### config.mk
export PLATFORM = sky130hd
export DESIGN_NAME = multicycle_controller
export DESIGN_NICKNAME = d
export VERILOG_FILES = /design/src/rtl/multicycle_controller.sv
export SDC_FILE = /design/constraint.sdc
export NUM_CORES = 1
export LEC_CHECK = 0
export ABC_AREA = 0
export CORE_MARGIN = 2
export CORE_UTILIZATION = 35
export DETAILED_ROUTE_END_ITERATION = 10
export PLACE_DENSITY = 0.75
export SLEW_MARGIN = 40
export SYNTH_ARGS = -nofsm -noshare
export SYNTH_HDL_FRONTEND = slang
export SYNTH_SLANG_ARGS = --single-unit
### constraint.sdc
create_clock -name clk -period 1.75 [get_ports clk]
set_input_delay 0.35 -clock clk [delete_from_list [all_inputs] [get_ports clk]]
set_output_delay 0.35 -clock clk [all_outputs]
set_load 0.1 [all_outputs]
### src/rtl/multicycle_controller.sv
// Multicycle MIPS control unit: a Moore FSM that sequences one shared ALU and one
// memory port through fetch, decode, execute, memory and writeback steps.
module multicycle_controller #(
  parameter int ALUC_W      = 3,
  parameter bit SUPPORT_BNE = 1'b1
) (
  input  logic              clk,
  input  logic              reset,
  input  logic [5:0]        opcode,
  input  logic [5:0]        funct,
  input  logic              zero,
  input  logic              mem_ready,
  output logic              iord,
  output logic              mem_write,
  output logic              ir_write,
  output logic              reg_dst,
  output logic              mem_to_reg,
  output logic              reg_write,
  output logic              alu_src_a,
  output logic [1:0]        alu_src_b,
  output logic [1:0]        pc_src,
  output logic [ALUC_W-1:0] alucontrol,
  output logic              pc_en,
  output logic              instr_done,
  output logic              illegal,
  output logic [3:0]        state
);

  typedef enum logic [3:0] {
    S_FETCH   = 4'd0,
    S_DECODE  = 4'd1,
    S_MEMADR  = 4'd2,
    S_MEMRD   = 4'd3,
    S_MEMWB   = 4'd4,
    S_MEMWR   = 4'd5,
    S_RTYPEEX = 4'd6,
    S_RTYPEWB = 4'd7,
    S_BREX    = 4'd8,
    S_ADDIEX  = 4'd9,
    S_ADDIWB  = 4'd10,
    S_JEX     = 4'd11
  } state_t;

  localparam logic [5:0] OP_RTYPE = 6'b000000;
  localparam logic [5:0] OP_LW    = 6'b100011;
  localparam logic [5:0] OP_SW    = 6'b101011;
  localparam logic [5:0] OP_BEQ   = 6'b000100;
  localparam logic [5:0] OP_BNE   = 6'b000101;
  localparam logic [5:0] OP_ADDI  = 6'b001000;
  localparam logic [5:0] OP_J     = 6'b000010;

  localparam logic [2:0] ALU_AND = 3'b000;
  localparam logic [2:0] ALU_OR  = 3'b001;
  localparam logic [2:0] ALU_ADD = 3'b010;
  localparam logic [2:0] ALU_SUB = 3'b110;
  localparam logic [2:0] ALU_SLT = 3'b111;

  state_t     state_q;
  state_t     state_d;
  logic [2:0] alu_op;
  logic [2:0] rtype_op;
  logic       funct_ok;
  logic       is_mem;
  logic       is_rtype;
  logic       is_branch;
  logic       is_addi;
  logic       is_j;

  // R-type funct field to ALU operation; unknown functs are rejected at DECODE.
  always_comb begin
    rtype_op = ALU_ADD;
    funct_ok = 1'b1;
    case (funct)
      6'b100000: rtype_op = ALU_ADD;
      6'b100010: rtype_op = ALU_SUB;
      6'b100100: rtype_op = ALU_AND;
      6'b100101: rtype_op = ALU_OR;
      6'b101010: rtype_op = ALU_SLT;
      default:   funct_ok = 1'b0;
    endcase
  end

  assign is_mem    = (opcode == OP_LW) || (opcode == OP_SW);
  assign is_rtype  = (opcode == OP_RTYPE) && funct_ok;
  assign is_branch = (opcode == OP_BEQ) || (SUPPORT_BNE && (opcode == OP_BNE));
  assign is_addi   = (opcode == OP_ADDI);
  assign is_j      = (opcode == OP_J);

  // NOTE: sequential state uses non-blocking assignments so every register
  // samples pre-edge values regardless of process ordering.
  always_ff @(posedge clk) begin
    if (reset) state_q <= S_FETCH;
    else       state_q <= state_d;
  end

  // NOTE: every combinational output gets a default before the case so that no
  // path leaves a signal unassigned and infers a latch.
  always_comb begin
    state_d    = S_FETCH;
    iord       = 1'b0;
    mem_write  = 1'b0;
    ir_write   = 1'b0;
    reg_dst    = 1'b0;
    mem_to_reg = 1'b0;
    reg_write  = 1'b0;
    alu_src_a  = 1'b0;
    alu_src_b  = 2'b00;
    pc_src     = 2'b00;
    alu_op     = ALU_ADD;
    pc_en      = 1'b0;
    instr_done = 1'b0;
    illegal    = 1'b0;

    case (state_q)
      S_FETCH: begin
        alu_src_b = 2'b01;
        ir_write  = mem_ready;
        pc_en     = mem_ready;
        state_d   = mem_ready ? S_DECODE : S_FETCH;
      end
      S_DECODE: begin
        alu_src_b = 2'b11;
        if      (is_mem)    state_d = S_MEMADR;
        else if (is_rtype)  state_d = S_RTYPEEX;
        else if (is_branch) state_d = S_BREX;
        else if (is_addi)   state_d = S_ADDIEX;
        else if (is_j)      state_d = S_JEX;
        else begin
          state_d = S_FETCH;
          illegal = 1'b1;
        end
      end
      S_MEMADR: begin
        alu_src_a = 1'b1;
        alu_src_b = 2'b10;
        state_d   = (opcode == OP_LW) ? S_MEMRD : S_MEMWR;
      end
      S_MEMRD: begin
        iord    = 1'b1;
        state_d = mem_ready ? S_MEMWB : S_MEMRD;
      end
      S_MEMWB: begin
        mem_to_reg = 1'b1;
        reg_write  = 1'b1;
        instr_done = 1'b1;
      end
      S_MEMWR: begin
        // The write strobe is held through the stall; completion marks the last cycle.
        iord       = 1'b1;
        mem_write  = 1'b1;
        instr_done = mem_ready;
        state_d    = mem_ready ? S_FETCH : S_MEMWR;
      end
      S_RTYPEEX: begin
        alu_src_a = 1'b1;
        alu_src_b = 2'b00;
        alu_op    = rtype_op;
        state_d   = S_RTYPEWB;
      end
      S_RTYPEWB: begin
        reg_dst    = 1'b1;
        reg_write  = 1'b1;
        instr_done = 1'b1;
      end
      S_BREX: begin
        alu_src_a  = 1'b1;
        alu_src_b  = 2'b00;
        alu_op     = ALU_SUB;
        pc_src     = 2'b01;
        pc_en      = (opcode == OP_BNE) ? ~zero : zero;
        instr_done = 1'b1;
      end
      S_ADDIEX: begin
        alu_src_a = 1'b1;
        alu_src_b = 2'b10;
        state_d   = S_ADDIWB;
      end
      S_ADDIWB: begin
        reg_write  = 1'b1;
        instr_done = 1'b1;
      end
      S_JEX: begin
        pc_src     = 2'b10;
        pc_en      = 1'b1;
        instr_done = 1'b1;
      end
      default: state_d = S_FETCH;
    endcase

    // While reset is held the datapath sees FETCH selects with every enable off.
    if (reset) begin
      iord       = 1'b0;
      mem_write  = 1'b0;
      ir_write   = 1'b0;
      reg_dst    = 1'b0;
      mem_to_reg = 1'b0;
      reg_write  = 1'b0;
      alu_src_a  = 1'b0;
      alu_src_b  = 2'b01;
      pc_src     = 2'b00;
      alu_op     = ALU_ADD;
      pc_en      = 1'b0;
      instr_done = 1'b0;
      illegal    = 1'b0;
    end
  end

  assign alucontrol = ALUC_W'(alu_op);
  assign state      = state_q;

endmodule

==> results.rst, run 1 <==
.. list-table::
   :header-rows: 1

   * - Metric
     - Value
   * - Top cell type's share of synthesized area
     - 11.3%
   * - Post-synthesis instance total
     - roughly 110
   * - Post-synth cell types
     - 46
   * - Multiplexer area fraction after synthesis
     - under 10%
   * - Die X
     - 49.1 um
   * - Avg Synthesized Cell Area
     - 6.77 um^2
   * - Post-synthesis xor/xnor area fraction
     - 2.46%
   * - Share of the synthesized area in compound gates (AO/OA/AOI/OAI)
     - 29.6%
   * - H-Tree Level Count
     - 1
   * - Net count after synthesis
     - about 120
   * - Post-synthesis simple-gate area fraction
     - 46.8%
   * - Async set or reset register ratio after synthesis
     - 0%
   * - Yosys warnings
     - 0
   * - Die H
     - 49.1 um
   * - Sequential fraction of the synthesis area
     - 11.3%
   * - Root Driver
     - clkbuf_4
   * - Synth cell count leaders
     - 15 x nor2_1, 9 x a21oi_1, 6 x nand2b_1, 6 x o21ai_0
   * - Number of gates resized after CTS
     - 85
   * - EDFF count, synth
     - 0
   * - Fraction of the mapped netlist area in adder cells
     - 0%
   * - Count of boundary I/O pins
     - 37
   * - Effective utilization at floorplan
     - 36.6%
   * - TritonCTS buffer count
     - 3
   * - Biggest area consumer among synthesized cells
     - dfxtp_1
   * - Dominant combinational cell family by area after synthesis
     - simple AND/OR/NAND/NOR gates
   * - Dominant synthesized flop cell
     - dfxtp_1
   * - Stage where the run ended
     - clock tree synthesis
   * - Cell with the most instances after synthesis
     - nor2_1
   * - Post-detail-place hpwl
     - 3030 um
   * - Post-CTS Hold Fix Bufs
     - 0
   * - Largest cells by area after synthesis
     - dfxtp_1 11%, nor2_1 7.9%, a21oi_1 6.3%
   * - Count of port buffers added during placement
     - 36
   * - First Err
     - [ERROR DPL-0038] Utilization greater than 100%, impossible to legalize
   * - Setup bufs post-CTS
     - 19
   * - Std cell rows
     - 16
   * - Clock Path Buffers
     - 2
   * - Synthesized area
     - 711 um^2
   * - Num Clock Sinks
     - 4
   * - Status
     - aborted with a tool error
   * - Synthesis-stage register bit count
     - 4
   * - Gpl congestion
     - 0.888
## cell families after synthesis
| group | after synthesis |
|---|---|
| flip-flops | 4 |
| XOR/XNOR | 2 |
| multiplexers | 2 |
| buffers and inverters | 10 |
| AO/OA/AOI/OAI | 33 |
| AND/OR/NAND/NOR | 54 |
## metrics by stage
stage               instances  util, %  area, um^2  setup WS (ns)
floorplan                 105        -        1000         -0.745
global placement          193     89.9        1750         -0.651
detailed placement        193     89.9        1750         -0.710
==> run 2: changes to the inputs <==
--- a/config.mk
+++ b/config.mk
@@ -6,10 +6,10 @@
 export NUM_CORES = 1
 export LEC_CHECK = 0
 export ABC_AREA = 0
-export CORE_MARGIN = 2
-export CORE_UTILIZATION = 35
+export CORE_AREA = 2 2 63 65
 export DETAILED_ROUTE_END_ITERATION = 10
-export PLACE_DENSITY = 0.75
+export DIE_AREA = 0 0 65 67
+export PLACE_DENSITY_LB_ADDON = 0.15
 export SLEW_MARGIN = 40
 export SYNTH_ARGS = -nofsm -noshare
 export SYNTH_HDL_FRONTEND = slang
==> constraint.sdc (replaced) <==
create_clock -name clk -period 2.3 [get_ports clk]
set_input_delay 0.46 -clock clk [delete_from_list [all_inputs] [get_ports clk]]
set_output_delay 0.46 -clock clk [all_outputs]
set_load 0.1 [all_outputs]
==> run 2 against run 1 <==
Net effect: the run now ends clean; synthesized cell count unchanged; area after synthesis unchanged.
==> results.rst, run 2 <==
.. list-table::
   :header-rows: 1

   * - Metric
     - Value
   * - Num Clock Sinks
     - 4 (unchanged)
   * - Highest attainable clock frequency
     - 440 MHz
   * - Async set or reset register ratio after synthesis
     - 0% (unchanged)
   * - Clock Path Buffers
     - 2 (unchanged)
   * - TritonCTS clock tree
     - built
   * - Final ANT Viol Nets
     - 0
   * - Die H
     - 67 um (+37%)
   * - Avg Synthesized Cell Area
     - 6.77 um^2 (unchanged)
   * - Net count after synthesis
     - 121 (unchanged)
   * - Final worst-path cycle share
     - 98.7%
   * - Std cell rows
     - 22 (+6)
   * - Largest cells by area after synthesis
     - dfxtp_1 11%, nor2_1 7.9%, a21oi_1 6.3%
   * - Final Critical Period
     - 2.27 ns
   * - Total of endpoints with negative setup slack in the final report
     - 0
   * - First element of the critical path
     - reset
   * - Core footprint
     - ~3600 um^2
   * - Synthesis-stage register bit count
     - 4 (unchanged)
   * - EDFF count, synth
     - 0 (unchanged)
   * - Number of pins with negative max-slew slack in the final report
     - 0
   * - Worst slew slack as a fraction of its limit
     - 71.6%
   * - Post-synth cell types
     - 46 (unchanged)
   * - Highest-count cells in the layout ignoring fill and taps
     - 31 x buf_4, 17 x buf_12, 8 x a21oi_1, 7 x nor2_1
   * - Synthesized area
     - 711 um^2 (unchanged)
   * - Yosys warnings
     - 0 (unchanged)
   * - Biggest area consumer among synthesized cells
     - dfxtp_1
   * - Total congestion overflow after global routing
     - 0
   * - Count of port buffers added during placement
     - 36 (unchanged)
   * - Largest net degree at the start of global routing
     - 21
   * - Wire length of the first global-routing pass
     - 4770 um
   * - Post-synthesis to final-layout area growth
     - 150%
   * - Final Hold Violating Endpoints
     - 0
   * - Root Driver
     - clkbuf_8
   * - Worst clock skew on the final layout
     - 0.00128 ns
   * - Gpl congestion
     - 0.894 (+0.69%)
   * - Cell with the most instances after synthesis
     - nor2_1
   * - Cell Count Post-Placement
     - 208 (+7.8%)
   * - Number of max-cap violations
     - 0
   * - Routed vias
     - 1043
   * - Synth cell count leaders
     - 15 x nor2_1, 9 x a21oi_1, 6 x nand2b_1, 6 x o21ai_0
   * - Worst hold-check slack
     - 0.643 ns
   * - Leading cell type in the layout, fill and taps excluded
     - buf_4
   * - Worst Path Required
     - 1.84 ns
   * - Pin slew with the least headroom to its limit
     - around 0.42 ns
   * - Total global routing track utilization
     - 14.3%
   * - Flip-flop count of the largest register, all copies and words added
     - 4
   * - Share of cells above drive strength 1
     - 57.9%
   * - Origin of the worst min-delay path
     - state[1]
   * - CP Class
     - in -> out
   * - Via/cell ratio
     - 4.92
   * - Arrival time of data at the critical path endpoint
     - around 1.8 ns
   * - TritonCTS buffer count
     - 3 (unchanged)
   * - Routed wire length
     - 2820 um
   * - Path category of the worst min-delay check
     - reg -> reg
   * - Clock insertion delay at the later pin of the skew report
     - 0.22 ns
   * - Effective utilization at floorplan
     - 19.7% (-17 points)
   * - Die ar.
     - 4360 um^2
   * - Filler instances
     - ~340
   * - Core utilization of the finished layout
     - 49.2%
   * - WL/cell
     - 13.3 um
   * - Post-detail-place hpwl
     - 2270 um (-25%)
   * - Nets
     - 182
   * - Clock-pin transition on the worst setup and hold timing paths
     - 0.03 ns
   * - Die X
     - 65 um (+32%)
   * - Count of boundary I/O pins
     - 37 (unchanged)
   * - Status
     - complete, no violations
   * - Dominant synthesized flop cell
     - dfxtp_1
   * - Unrepaired setup endpoints after global routing
     - no
   * - Number of DRC violations after detailed routing
     - 0
   * - Leakage component of the power
     - 0.691 nW
   * - Diode insertion count for antenna repair
     - 0
   * - Top cell type's share of synthesized area
     - 11.3% (unchanged)
   * - Post-synthesis instance total
     - 105 (unchanged)
   * - Sequential fraction of the synthesis area
     - 11.3% (unchanged)
   * - Largest vdd supply drop
     - 110 uV
   * - H-Tree Level Count
     - 1 (unchanged)
   * - Drt first-iter violations
     - 27
   * - Via count of the first global-routing pass
     - 1032
   * - Crit. End Element
     - output pin
   * - Max FO, Critical Path
     - 2
   * - Final non-filler cell total
     - 212
   * - Power per Cell Area
     - approximately 240 nW/um^2
   * - Beginning of the worst register-to-register path
     - state[1]
   * - First-pass DRT Iterations
     - 4
   * - Initial antenna violation count
     - 0
   * - Critical path startpoint category
     - input pin
[run 2: cell counts after synthesis]
No cell type changed its count.
[run 2: power by group]
part | internal (mW) | switching, mW | total (mW)
clock network | 0.112 | 0.0374 | 0.149
registers | 0.0676 | 0.00102 | 0.0687
logic | 0.0892 | 0.115 | 0.204
[run 2: final timing paths]
| check | endpoint | slack [ns] | cells after the start |
|---|---|---|---|
| min reg2reg | state[1] | 0.64 | 3 |
| max | alucontrol[1] | 0.03 | 6 |
| max reg2reg | state[2] | 0.67 | 5 |
| min | state[1] | 0.64 | 3 |
[run 2: layout make-up]
cell class	instances	area [um^2]	area share (%)
Timing Repair Buffer	64	727	40.9
Sequential cell	4	95.1	5.36
Inverter	2	12.5	0.705
Tap cell	48	60.1	3.38
Multi-Input combinational cell	91	840	47.3
Clock buffer	3	41.3	2.33
[run 2: cell families (layout without fill, tap and decap cells)]
family / after synthesis / in the layout / share of synthesized area [%]
XOR/XNOR: 2 / 2 / 2.47
flip-flops: 4 / 4 / 11.3
AND/OR/NAND/NOR: 54 / 54 / 46.8
AO/OA/AOI/OAI: 33 / 33 / 29.6
buffers and inverters: 10 / 69 / 6.86
multiplexers: 2 / 2 / 2.99
[run 2: critical path: stages]
cell and delay (ns):
buf_2 0.12, clkinv_4 0.06, nand3b_4 0.06, or4b_4 0.53, or3b_4 0.40, buf_12 0.17
[run 2: stage by stage]
step           total power, mW  area (um^2)  worst slack, ns  setup TNS, ns
2_1_floorplan            0.175          952           -0.367          -1.13
3_3_place_gp             0.262         1640           -0.313          -1.37
3_5_place_dp             0.264         1640           -0.320          -1.43
4_1_cts                  0.426         1750          0.00113              0
5_1_grt                  0.448         1780          0.00285              0
6_report                 0.422         1780           0.0289              0
[run 2: repair_timing]
action                                  4_1_cts  5_1_grt
endpoints found under the setup margin        5        5
cloned                                        0        0
resized for setup                            24        6
endpoints found under the hold margin         0        0
setup buffers                                 1        0
hold buffers                                  0        0
pin swaps                                     5        2
[run 2: per-layer routing]
layer	track usage, %	share of wire (%)	vias to the layer above
li1	-	-	520
met1	17.9	47	486
met2	23.5	47	30
met3	2.87	4.4	7
met4	6.38	2.0	0
met5	0	0	-
Note: power is estimated with default switching activity, not from simulation.
==> run 3: changes to the inputs <==
--- a/config.mk
+++ b/config.mk
@@ -6,11 +6,13 @@
 export NUM_CORES = 1
 export LEC_CHECK = 0
 export ABC_AREA = 0
-export CORE_AREA = 2 2 63 65
+export CELL_PAD_IN_SITES_DETAIL_PLACEMENT = 0
+export CELL_PAD_IN_SITES_GLOBAL_PLACEMENT = 2
+export CORE_MARGIN = 2
+export CORE_UTILIZATION = 19
 export DETAILED_ROUTE_END_ITERATION = 10
-export DIE_AREA = 0 0 65 67
 export PLACE_DENSITY_LB_ADDON = 0.15
-export SLEW_MARGIN = 40
+export SKIP_LAST_GASP = 1
 export SYNTH_ARGS = -nofsm -noshare
 export SYNTH_HDL_FRONTEND = slang
 export SYNTH_SLANG_ARGS = --single-unit
==> run 3 against run 2 <==
Net effect: hold slack got worse by 0.013 ns; core utilization decreased by 0.58 points; routed wire length increased by 6.3%; critical path type unchanged; largest power group unchanged.
==> results.rst, run 3 (same netlist as run 2, synthesis figures left out) <==
.. list-table::
   :header-rows: 1

   * - Metric
     - Value
   * - Num Clock Sinks
     - 4 (unchanged)
   * - Largest vdd supply drop
     - 159 uV (+44%)
   * - Share of cells above drive strength 1
     - 56.4% (-1.6 points)
   * - Post-synthesis to final-layout area growth
     - 149%
   * - Cell Count Post-Placement
     - 209 (+0.48%)
   * - Fraction of power consumed by combinational cells
     - 48.5% (about the same)
   * - Critical Path Max Stage Delay
     - 0.40 ns (-0.13 ns)
   * - Number of buffer and inverter stages on the critical path
     - 3 (unchanged)
   * - Leakage component of the power
     - 0.674 nW (-2.5%)
   * - Arrival time of data at the critical path endpoint
     - 1.81 ns (about the same)
   * - Power per Cell Area
     - 236 nW/um^2 (-0.69%)
   * - Net Sw Frac
     - 35.8% (-0.52 points)
   * - Total of endpoints with negative setup slack in the final report
     - 0 (unchanged)
   * - Largest net degree at the start of global routing
     - 20 (-4.8%)
   * - Die ar.
     - 4250 um^2 (-2.5%)
   * - Total global routing track utilization
     - 15.0% (+0.71 points)
   * - TritonCTS clock tree
     - built
   * - Routed vias
     - 1025 (-1.7%)
   * - Max FO, Critical Path
     - 3 (+1)
   * - Clock insertion delay at the later pin of the skew report
     - 0.22 ns (about the same)
   * - Status
     - complete, no violations
   * - Count of port buffers added during placement
     - 36 (unchanged)
   * - Number of max-cap violations
     - 0 (unchanged)
   * - Root Driver
     - clkbuf_8
   * - Die H
     - 65.2 um (-2.7%)
   * - Final Hold Violating Endpoints
     - 0 (unchanged)
   * - Series of cell instances along the critical path
     - dlygate4sd2_1, buf_4, or3b_4, o21a_2, o311ai_4, nor2_4, buf_12
   * - Number of DRC violations after detailed routing
     - 0 (unchanged)
   * - Core utilization of the finished layout
     - 48.7% (-0.58 points)
   * - Worst path top cell family by delay
     - buffers and inverters
   * - Worst Path Required
     - 1.84 ns (about the same)
   * - Leading cell type in the layout, fill and taps excluded
     - buf_4
   * - Routed wire length
     - 3000 um (+6.3%)
   * - Total congestion overflow after global routing
     - 0 (unchanged)
   * - Core footprint
     - 3630 um^2 (+0.76%)
   * - Initial antenna violation count
     - 0 (unchanged)
   * - Final non-filler cell total
     - 213 (+0.47%)
   * - Final worst-path cycle share
     - 98.6% (-0.12 points)
   * - WL/cell
     - 14.1 um (+5.8%)
   * - H-Tree Level Count
     - 1 (unchanged)
   * - Worst clock skew on the final layout
     - 0.00403 ns (+0.00275 ns)
   * - Path category of the worst min-delay check
     - reg -> reg
   * - Worst slew slack as a fraction of its limit
     - 69.1% (-2.5 points)
   * - Final Critical Period
     - 2.27 ns (-0.00265 ns)
   * - Highest-count cells in the layout ignoring fill and taps
     - 32 x buf_4, 17 x buf_12, 8 x a21oi_1, 8 x dlygate4sd2_1, 7 x nor2_1
   * - Die X
     - 65.2 um (+0.25%)
   * - Nets
     - 183 (+0.55%)
   * - Std cell rows
     - 22 (unchanged)
   * - Via/cell ratio
     - 4.81 (-2.2%)
   * - Final ANT Viol Nets
     - 0 (unchanged)
   * - Part of the total power dissipated in the clock network
     - 34.9% (-0.5 points)
   * - First-pass DRT Iterations
     - 4 (unchanged)
   * - Worst hold-check slack
     - 0.631 ns (-0.0126 ns)
   * - Post-detail-place hpwl
     - 2300 um (+1.1%)
   * - Switching power summed over all nets
     - 149 uW (-2.5%)
   * - Post-CTS Hold Fix Bufs
     - 0 (unchanged)
   * - Clock-pin transition on the worst setup and hold timing paths
     - 0.03 ns (about the same)
   * - Number of pins with negative max-slew slack in the final report
     - 0 (unchanged)
   * - Fin Setup TNS
     - 0 ns (unchanged)
   * - Flip-flop count of the largest register, all copies and words added
     - 4 (unchanged)
   * - Effective utilization at floorplan
     - 19.6% (-0.15 points)
   * - Drt first-iter violations
     - 38 (+41%)
   * - Slowest stage cell, crit path
     - or3b_4
   * - Highest attainable clock frequency
     - 441 MHz (+0.12%)
   * - Crit. End Element
     - output pin
   * - Portion of total power attributed to sequential cells
     - 16.6% (+0.3 points)
   * - Pin slew with the least headroom to its limit
     - 0.457 ns (+0.0353 ns)
   * - Critical path startpoint category
     - input pin
   * - Via count of the first global-routing pass
     - 1057 (+2.4%)
   * - CP Class
     - in -> out
   * - Wire length of the first global-routing pass
     - 5080 um (+6.5%)
   * - Gpl congestion
     - 0.831 (-7.0%)
   * - Cell internal power dissipation
     - 268 uW (-0.30%)
   * - TritonCTS buffer count
     - 3 (unchanged)
   * - Unrepaired setup endpoints after global routing
     - yes
   * - Filler instances
     - 370 (+8.2%)
   * - Count of boundary I/O pins
     - 37 (unchanged)
   * - Clock Path Buffers
     - 2 (unchanged)
   * - Diode insertion count for antenna repair
     - 0 (unchanged)
## run 3: metal layers
metal / global-route usage [%] / wire [um] / vias to the layer above
met4: 1.56 / 8 / 0
met2: 25.4 / 1440 / 27
met5: 0 / 0 / -
met1: 20.3 / 1400 / 476
li1: - / - / 520
met3: 3.08 / 144 / 2
## run 3: cell type report
type                            instances  area [um^2]  area share (%)
Clock buffer                            3         41.3            2.34
Inverter                                2         12.5           0.708
Sequential cell                         4         95.1            5.38
Multi-Input combinational cell         91          826            46.7
Timing Repair Buffer                   65          733            41.5
Tap cell                               48         60.1            3.40
## run 3: path summary, 6_finish.rpt
check	start	endpoint	slack, ns	depth (start not counted)
worst min-delay path	state[3]	state[1]	0.63	3
worst max register to register	state[1]	state[2]	0.74	6
worst min register to register	state[3]	state[1]	0.63	3
worst max-delay path	opcode[2]	illegal	0.03	7
## run 3: worst min-delay path: cells and delay by family, from the launching register on
kind | cells | cell delay [ns]
AOI/OAI and AO/OA | 2 | 0.17
DFF | 1 | 0.34
and+or+nand+nor | 1 | 0.06
## run 3: power by group through the flow
stage	sequential [mW]	combinational (mW)	clock, mW
2_1_floorplan	0.0802	0.0953	0
3_3_place_gp	0.0700	0.193	0
3_5_place_dp	0.0700	0.194	0
4_1_cts	0.0693	0.200	0.149
5_1_grt	0.0697	0.215	0.153
6_report	0.0693	0.202	0.146
## run 3: timing repair
action	4_1_cts	5_1_grt
resized for setup	28	2
setup endpoints to repair	5	5
hold endpoints to repair	0	0
pin swaps	5	5
buffers inserted	0	1
gates cloned	0	0
## run 3: stage by stage
stage | setup slack (ns) | power, mW | area [um^2]
floorplan | -0.367 | 0.175 | 952
global placement | -0.311 | 0.263 | 1650
detailed placement | -0.332 | 0.264 | 1650
CTS | 0.00736 | 0.419 | 1760
global route | -0.0335 | 0.438 | 1770
finish | 0.0315 | 0.417 | 1770
==> run 4: changes to the inputs <==
--- a/config.mk
+++ b/config.mk
@@ -10,6 +10,7 @@
 export CELL_PAD_IN_SITES_GLOBAL_PLACEMENT = 2
 export CORE_MARGIN = 2
 export CORE_UTILIZATION = 19
+export CTS_CLUSTER_SIZE = 25
 export DETAILED_ROUTE_END_ITERATION = 10
 export PLACE_DENSITY_LB_ADDON = 0.15
 export SKIP_LAST_GASP = 1
==> results of run 4 <==
Final layout, timing and power as in run 3 (identical DEF).
